$ cat src/rtl/axi_console_uart_tx_pkg.sv
// Shared encodings for the AXI console UART: FSM states, write classes,
// BRESP codes, console address default and write-lane decode helpers.
package axi_console_uart_tx_pkg;

  localparam logic [39:0] CONSOLE_ADDR_DEFAULT = 40'h00_01ff_fff0;

  localparam logic [1:0] BRESP_OKAY   = 2'b00;
  localparam logic [1:0] BRESP_SLVERR = 2'b10;
  localparam logic [1:0] BRESP_DECERR = 2'b11;

  typedef enum logic [1:0] {
    ST_IDLE = 2'd0,
    ST_DATA = 2'd1,
    ST_RESP = 2'd2
  } state_e;

  typedef enum logic [1:0] {
    CLS_CON   = 2'd0,
    CLS_BURST = 2'd1,
    CLS_MISS  = 2'd2
  } cls_e;

  typedef struct packed {
    logic       ok;
    logic [1:0] lane;
  } lane_t;

  // Only a 32-bit-aligned word store hits the console; its low byte is the character.
  function automatic lane_t strb_lane(input logic [15:0] strb);
    lane_t r;
    r.ok   = 1'b1;
    r.lane = 2'd0;
    case (strb)
      16'h000f: r.lane = 2'd0;
      16'h00f0: r.lane = 2'd1;
      16'h0f00: r.lane = 2'd2;
      16'hf000: r.lane = 2'd3;
      default:  r.ok   = 1'b0;
    endcase
    return r;
  endfunction

  function automatic logic [7:0] lane_byte(input logic [127:0] data, input logic [1:0] lane);
    return data[{lane, 5'd0} +: 8];
  endfunction

endpackage

$ cat src/rtl/axi_console_uart_tx_ser.sv
// UART 8N1 serializer: byte_valid/byte_ready handshake, CLK_DIV clocks per bit,
// reloads in the last stop-bit cycle so queued bytes go out back-to-back.
module axi_console_uart_tx_ser #(
  parameter int CLK_DIV = 868
) (
  input  logic       clk,
  input  logic       rst_b,
  input  logic       byte_valid,
  input  logic [7:0] byte_data,
  output logic       byte_ready,
  output logic       uart_tx,
  output logic       busy
);

  localparam int            CW       = (CLK_DIV > 1) ? $clog2(CLK_DIV) : 1;
  localparam logic [CW-1:0] CNT_LAST = CW'(CLK_DIV - 1);

  logic          busy_q;
  logic          tx_q;
  logic [3:0]    bit_q;
  logic [CW-1:0] cnt_q;
  logic [7:0]    sh_q;
  logic          bit_end;
  logic          frame_end;
  logic          load;

  assign bit_end    = (cnt_q == CNT_LAST);
  assign frame_end  = busy_q & bit_end & (bit_q == 4'd9);
  assign byte_ready = ~busy_q | frame_end;
  assign load       = byte_valid & byte_ready;

  // bit_q: 0 = start, 1..8 = d0..d7, 9 = stop
  always_ff @(posedge clk or negedge rst_b) begin
    if (!rst_b) begin
      busy_q <= 1'b0;
      tx_q   <= 1'b1;
      bit_q  <= 4'd0;
      cnt_q  <= '0;
    end else if (load) begin
      busy_q <= 1'b1;
      tx_q   <= 1'b0;
      bit_q  <= 4'd0;
      cnt_q  <= '0;
    end else if (busy_q) begin
      if (bit_end) begin
        cnt_q <= '0;
        if (bit_q == 4'd9) begin
          busy_q <= 1'b0;
          tx_q   <= 1'b1;
        end else begin
          bit_q <= bit_q + 4'd1;
          tx_q  <= (bit_q < 4'd8) ? sh_q[0] : 1'b1;
        end
      end else begin
        cnt_q <= cnt_q + CW'(1);
      end
    end
  end

  always_ff @(posedge clk) begin
    if (load) begin
      sh_q <= byte_data;
    end else if (busy_q && bit_end && bit_q < 4'd8) begin
      sh_q <= {1'b0, sh_q[7:1]};
    end
  end

  assign uart_tx = tx_q;
  assign busy    = busy_q;

endmodule

$ cat src/rtl/axi_console_uart_tx.sv
// AXI3 write responder for the console address: buffers stored bytes in a FIFO and
// sends them as UART 8N1. Define CONSOLE_SIM_PRINT_EN to also $write each pushed byte.
module axi_console_uart_tx
  import axi_console_uart_tx_pkg::*;
#(
  parameter logic [39:0] CONSOLE_ADDR = CONSOLE_ADDR_DEFAULT,
  parameter int          FIFO_DEPTH   = 16,
  parameter int          CLK_DIV      = 868
) (
  input  logic                          clk,
  input  logic                          rst_b,
  input  logic                          awvalid,
  output logic                          awready,
  input  logic [39:0]                   awaddr,
  input  logic [3:0]                    awlen,
  input  logic [7:0]                    awid,
  input  logic                          wvalid,
  output logic                          wready,
  input  logic [127:0]                  wdata,
  input  logic [15:0]                   wstrb,
  input  logic                          wlast,
  output logic                          bvalid,
  input  logic                          bready,
  output logic [7:0]                    bid,
  output logic [1:0]                    bresp,
  output logic                          uart_tx,
  output logic [$clog2(FIFO_DEPTH):0]   fifo_level,
  output logic                          tx_busy
);

  localparam int AW = $clog2(FIFO_DEPTH);
  localparam int PW = AW + 1;

  state_e        state_q;
  cls_e          cls_q;
  logic [3:0]    len_q;
  logic [3:0]    beat_q;
  logic [7:0]    bid_q;
  logic [1:0]    bresp_q;
  logic          awready_q;
  logic          bvalid_q;

  logic [PW-1:0] wr_ptr_q;
  logic [PW-1:0] rd_ptr_q;
  logic [7:0]    mem_q [FIFO_DEPTH];

  logic          addr_hit;
  logic          aw_hs;
  logic          w_hs;
  logic          w_last;
  logic          fifo_full;
  logic          fifo_empty;
  logic          push;
  logic          pop;
  logic          ser_ready;
  logic          ser_busy;
  lane_t         lane;
  logic [7:0]    push_byte;
  logic          unused_bits;

  assign addr_hit  = (awaddr[39:4] == CONSOLE_ADDR[39:4]);
  assign aw_hs     = awvalid & awready_q;
  assign wready    = (state_q == ST_DATA) & ((cls_q != CLS_CON) | ~fifo_full);
  assign w_hs      = wvalid & wready;
  // wlast only matters up to the announced beat count
  assign w_last    = wlast | (beat_q == len_q);
  assign lane      = strb_lane(wstrb);
  assign push_byte = lane_byte(wdata, lane.lane);
  assign push      = w_hs & (cls_q == CLS_CON) & lane.ok;

  assign unused_bits = ^{awaddr[3:0], wdata};

  always_ff @(posedge clk or negedge rst_b) begin
    if (!rst_b) begin
      state_q   <= ST_IDLE;
      cls_q     <= CLS_MISS;
      len_q     <= 4'd0;
      beat_q    <= 4'd0;
      bid_q     <= 8'd0;
      bresp_q   <= BRESP_OKAY;
      awready_q <= 1'b0;
      bvalid_q  <= 1'b0;
    end else begin
      unique case (state_q)
        ST_IDLE: begin
          awready_q <= 1'b1;
          if (aw_hs) begin
            state_q   <= ST_DATA;
            awready_q <= 1'b0;
            bid_q     <= awid;
            len_q     <= awlen;
            beat_q    <= 4'd0;
            if (!addr_hit)          cls_q <= CLS_MISS;
            else if (awlen == 4'd0) cls_q <= CLS_CON;
            else                    cls_q <= CLS_BURST;
          end
        end
        ST_DATA: begin
          if (w_hs) begin
            beat_q <= beat_q + 4'd1;
            if (w_last) begin
              state_q  <= ST_RESP;
              bvalid_q <= 1'b1;
              case (cls_q)
                CLS_CON:   bresp_q <= lane.ok ? BRESP_OKAY : BRESP_SLVERR;
                CLS_BURST: bresp_q <= BRESP_SLVERR;
                default:   bresp_q <= BRESP_DECERR;
              endcase
            end
          end
        end
        ST_RESP: begin
          if (bready) begin
            state_q   <= ST_IDLE;
            bvalid_q  <= 1'b0;
            awready_q <= 1'b1;
          end
        end
        default: state_q <= ST_IDLE;
      endcase
    end
  end

  // Character FIFO: extra pointer bit distinguishes full from empty
  assign fifo_empty = (wr_ptr_q == rd_ptr_q);
  assign fifo_full  = (wr_ptr_q[PW-1] != rd_ptr_q[PW-1]) &&
                      (wr_ptr_q[AW-1:0] == rd_ptr_q[AW-1:0]);
  assign pop        = ~fifo_empty & ser_ready;

  always_ff @(posedge clk or negedge rst_b) begin
    if (!rst_b) begin
      wr_ptr_q <= '0;
      rd_ptr_q <= '0;
    end else begin
      if (push) wr_ptr_q <= wr_ptr_q + PW'(1);
      if (pop)  rd_ptr_q <= rd_ptr_q + PW'(1);
    end
  end

  always_ff @(posedge clk) begin
    if (push) mem_q[wr_ptr_q[AW-1:0]] <= push_byte;
  end

  axi_console_uart_tx_ser #(
    .CLK_DIV (CLK_DIV)
  ) u_ser (
    .clk        (clk),
    .rst_b      (rst_b),
    .byte_valid (~fifo_empty),
    .byte_data  (mem_q[rd_ptr_q[AW-1:0]]),
    .byte_ready (ser_ready),
    .uart_tx    (uart_tx),
    .busy       (ser_busy)
  );

`ifdef CONSOLE_SIM_PRINT_EN
  always @(posedge clk) begin
    if (rst_b && push) $write("%c", push_byte);
  end
`else
  // Hardware-only build: the UART is the sole console output.
`endif

  assign awready    = awready_q;
  assign bvalid     = bvalid_q;
  assign bid        = bid_q;
  assign bresp      = bresp_q;
  assign fifo_level = wr_ptr_q - rd_ptr_q;
  assign tx_busy    = ser_busy | ~fifo_empty;

endmodule

$ cat config.mk
export PLATFORM = sky130hd
export DESIGN_NAME = axi_console_uart_tx
export DESIGN_NICKNAME = d
export VERILOG_FILES = /design/src/rtl/axi_console_uart_tx_pkg.sv /design/src/rtl/axi_console_uart_tx_ser.sv /design/src/rtl/axi_console_uart_tx.sv
export SDC_FILE = /design/constraint.sdc
export NUM_CORES = 1
export LEC_CHECK = 0
export BUFFER_PORTS_ARGS = -buffer_cell sky130_fd_sc_hd__buf_2
export CORE_ASPECT_RATIO = 1.1
export CORE_UTILIZATION = 47
export DETAILED_ROUTE_END_ITERATION = 12
export HOLD_SLACK_MARGIN = 0.05
export MAX_ROUTING_LAYER = met4
export PLACE_DENSITY_LB_ADDON = 0.3
export SLEW_MARGIN = 25
export SYNTH_ARGS = -nofsm -noshare
export SYNTH_HDL_FRONTEND = slang
export SYNTH_SLANG_ARGS = --single-unit
$ cat constraint.sdc
create_clock -name clk -period 4.15 [get_ports clk]
set_clock_uncertainty 0.2 [all_clocks]
set_input_delay 0.83 -clock clk [delete_from_list [all_inputs] [get_ports clk]]
set_output_delay 0.83 -clock clk [all_outputs]
set_load 0.05 [all_outputs]
==> metrics.txt <==
post-synthesis adder-cell area fraction between 2 and 2.5%; post-synthesis cell area 0.00832 sq mm; Crit path required time 4.02 ns; syn nets 798; CTS Hold Bufs 0; vias in the first global route ~5500; Placed Cells approximately 930; post-CTS setup buffer count 0; Syn Inst Count 582; Synth Register Bits 186; crit start category register; initial core utilization 48.5%; buffers and inverters on the worst path 1; # diodes 0; CTS max path bufs 2; Synth Area in Compound Gates 6.50%; synth top area cells edfxtp_1 49%, dfrtp_1 14%, mux4_2 6.8%, mux2_2 3.1%, nand2_1 2.2%; critical path's top delay family simple AND/OR/NAND/NOR gates; WS Path Type reg -> reg; largest net degree at the start of global routing 43; worst path cell trace inv_1 > ha_1 > nand4_1 > nor2_1 > or4_1 > nor2_2 > and4b_1; GRT Util Overall 21.2%; drt pass-1 iters 5; total grt overflow 0; post-route cell area 0.00986 sq mm; most frequent cell after synthesis edfxtp_1; final wirelength 17800 um; Die Wd 129 um; ys flop type edfxtp_1; Post-DP HPWL 12300 um; WP data arrival about 3.7 ns; first-pass GRT wire length 27800 um; XOR/XNOR Fraction of Synth Area 2.42%; mux cell area share after synthesis 11.7%; vias 5357; H-tree depth 4; initial antenna violation count 0; Slew @ Worst Pin 0.908 ns; Commonest cells post-synth 136 x edfxtp_1, 48 x dfrtp_1, 48 x nand2_1, 28 x nor2_1; CTS tree built; DP Area 0.00925 sq mm; wire per inst 18.5 um; Port Buffers about 120; TritonCTS Buffers 17; Worst IR Drop VDD 0.000300 V; RSZ-0062 raised after global routing no; post-synth top area share 49.1%; final period demand of the worst path 3.81 ns; EDFF count, synth 136; Highest Clock Rate 262 MHz; net count of the finished layout 932; mean post-synth cell area 14.3 sq um; Pleak 3.84 nW; DRT iter0 DRCs 396; Core Region between 0.015 and 0.02 sq mm; Final Max Slew Viols 0; Slowest-stage cell, CP or4_1; Area Growth Syn to Fin 18.6%; Synth warnings 0; CP Capture Type register; Placer Congestion between 0.8 and 0.9; slowest cell delay on critical path 0.67 ns; routed vias/inst between 5 and 6; largest family of logic cells by synthesized area multiplexers; clock sinks 186; ANT nets after route 0; period utilization 91.9%; die height 142 um; worst skew pair latency 0.43 ns; sequential fraction of the synthesis area 64.2%; die area 0.0182 sq mm; area leader, netlist edfxtp_1; CP max FO 15; Slew headroom 39.4%; Layout Cells excl Fill 963; IO Pins around 220; P per Cell Area 446 mW/mm^2; Async S/R FF share, synth 26.9%; DRC violation count after routing 0; Distinct cells, synth 57; PostCTS Resize Cnt 0; maxcap violations 0; Simple-Gate Fraction of Synth Area 10.7%; status complete, no violations; final setup fails 0; number of placement rows 50; total negative setup slack 0 ns; hold crit path type reg -> reg; total power 4.40 mW; Hold Vio Cnt, Final 0; share of cells above drive strength 1 31.0%; clock root buffer clkbuf_16; Reg clk slew, reported paths around 0.06 ns; fin util 57.5%
sequential cells by signal, indices dropped and copies added (netlist names), 2 cells and up:
register     count
bid              8
rd_ptr_q         5
mem_q          128
bresp            2
u_ser.sh_q       8
wr_ptr_q         5
beat_q           4
state_q          2
cls_q            2
u_ser.cnt_q     10
len_q            4
u_ser.bit_q      4
power by group:
group | switching, mW | internal, mW | total, mW
logic | 0.366 | 0.210 | 0.576
clock network | 0.645 | 1.02 | 1.67
registers | 0.0677 | 2.09 | 2.16
metal layers:
layer,wire (um),up-vias,track usage (%)
met5,0,-,-
met4,416,0,8.98
met3,942,23,3.70
met2,9310,189,36.5
met1,7170,2640,24.4
li1,-,2505,-
cells by family (layout without fill, tap and decap cells):
logic type / after synthesis / after routing
AO/OA/AOI/OAI: 80 / 80
buffers and inverters: 49 / 196
flip-flops: 186 / 186
multiplexers: 63 / 63
adder cells (fa/ha/maj): 14 / 14
XOR/XNOR: 23 / 23
AND/OR/NAND/NOR: 167 / 167
stage by stage:
| stage | worst slack (ns) | hold WS [ns] |
|---|---|---|
| final | 0.335 | 0.299 |
| after CTS | 0.376 | 0.304 |
| after floorplan | 0.451 | 0.266 |
| after global routing | 0.169 | 0.313 |
| after detailed placement | 0.389 | 0.288 |
| after global placement | 0.506 | 0.287 |
worst register-to-register path, cell delays in order, from the launching register on:
cell     delay, ns
dfrtp_1       0.59
inv_1         0.27
ha_1          0.40
nand4_1       0.18
nor2_1        0.08
or4_1         0.67
nor2_2        0.49
and4b_1       0.60
area by class of cell:
cell class | instances | area, sq um
fill | 1401 | 7280
sequential | 186 | 5340
multi-input combinational | 347 | 2790
timing repair buffer | 139 | 741
clock buffer | 24 | 462
tap | 234 | 293
clock inverter | 8 | 146
inverter | 25 | 93.8
path summary, 6_finish.rpt:
| kind | start | endpoint | slack, ns | cells past startpoint |
|---|---|---|---|---|
| min in group asynchronous | rst_b | u_ser.cnt_q[6] | 0.33 | 1 |
| worst max-delay path | rd_ptr_q[3] | mem_q[5][3] | 0.34 | 7 |
| worst min register to register | bid[2] | bid[2] | 0.30 | 1 |
| worst min-delay path | bid[2] | bid[2] | 0.30 | 1 |
| worst max register to register | rd_ptr_q[3] | mem_q[5][3] | 0.34 | 7 |
| max in group asynchronous | rst_b | bid[0] | 2.72 | 2 |
placed cells by master, fill, tap and decap left out, types with 6 or more instances in the layout:
cell,count
a221oi_1,8
a31oi_1,17
and3_1,12
buf_2,121
buf_4,18
clkbuf_1,6
clkbuf_16,17
dfrtp_1,47
edfxtp_1,136
ha_1,13
inv_1,24
mux2_2,23
mux2i_1,15
mux4_2,25
nand2_1,48
nand3_1,12
nand4_1,14
nor2_1,28
nor3_1,13
o21ai_0,25
or4_1,6
xnor2_1,14
xor2_1,9
Note: power is estimated with default switching activity, not from simulation.
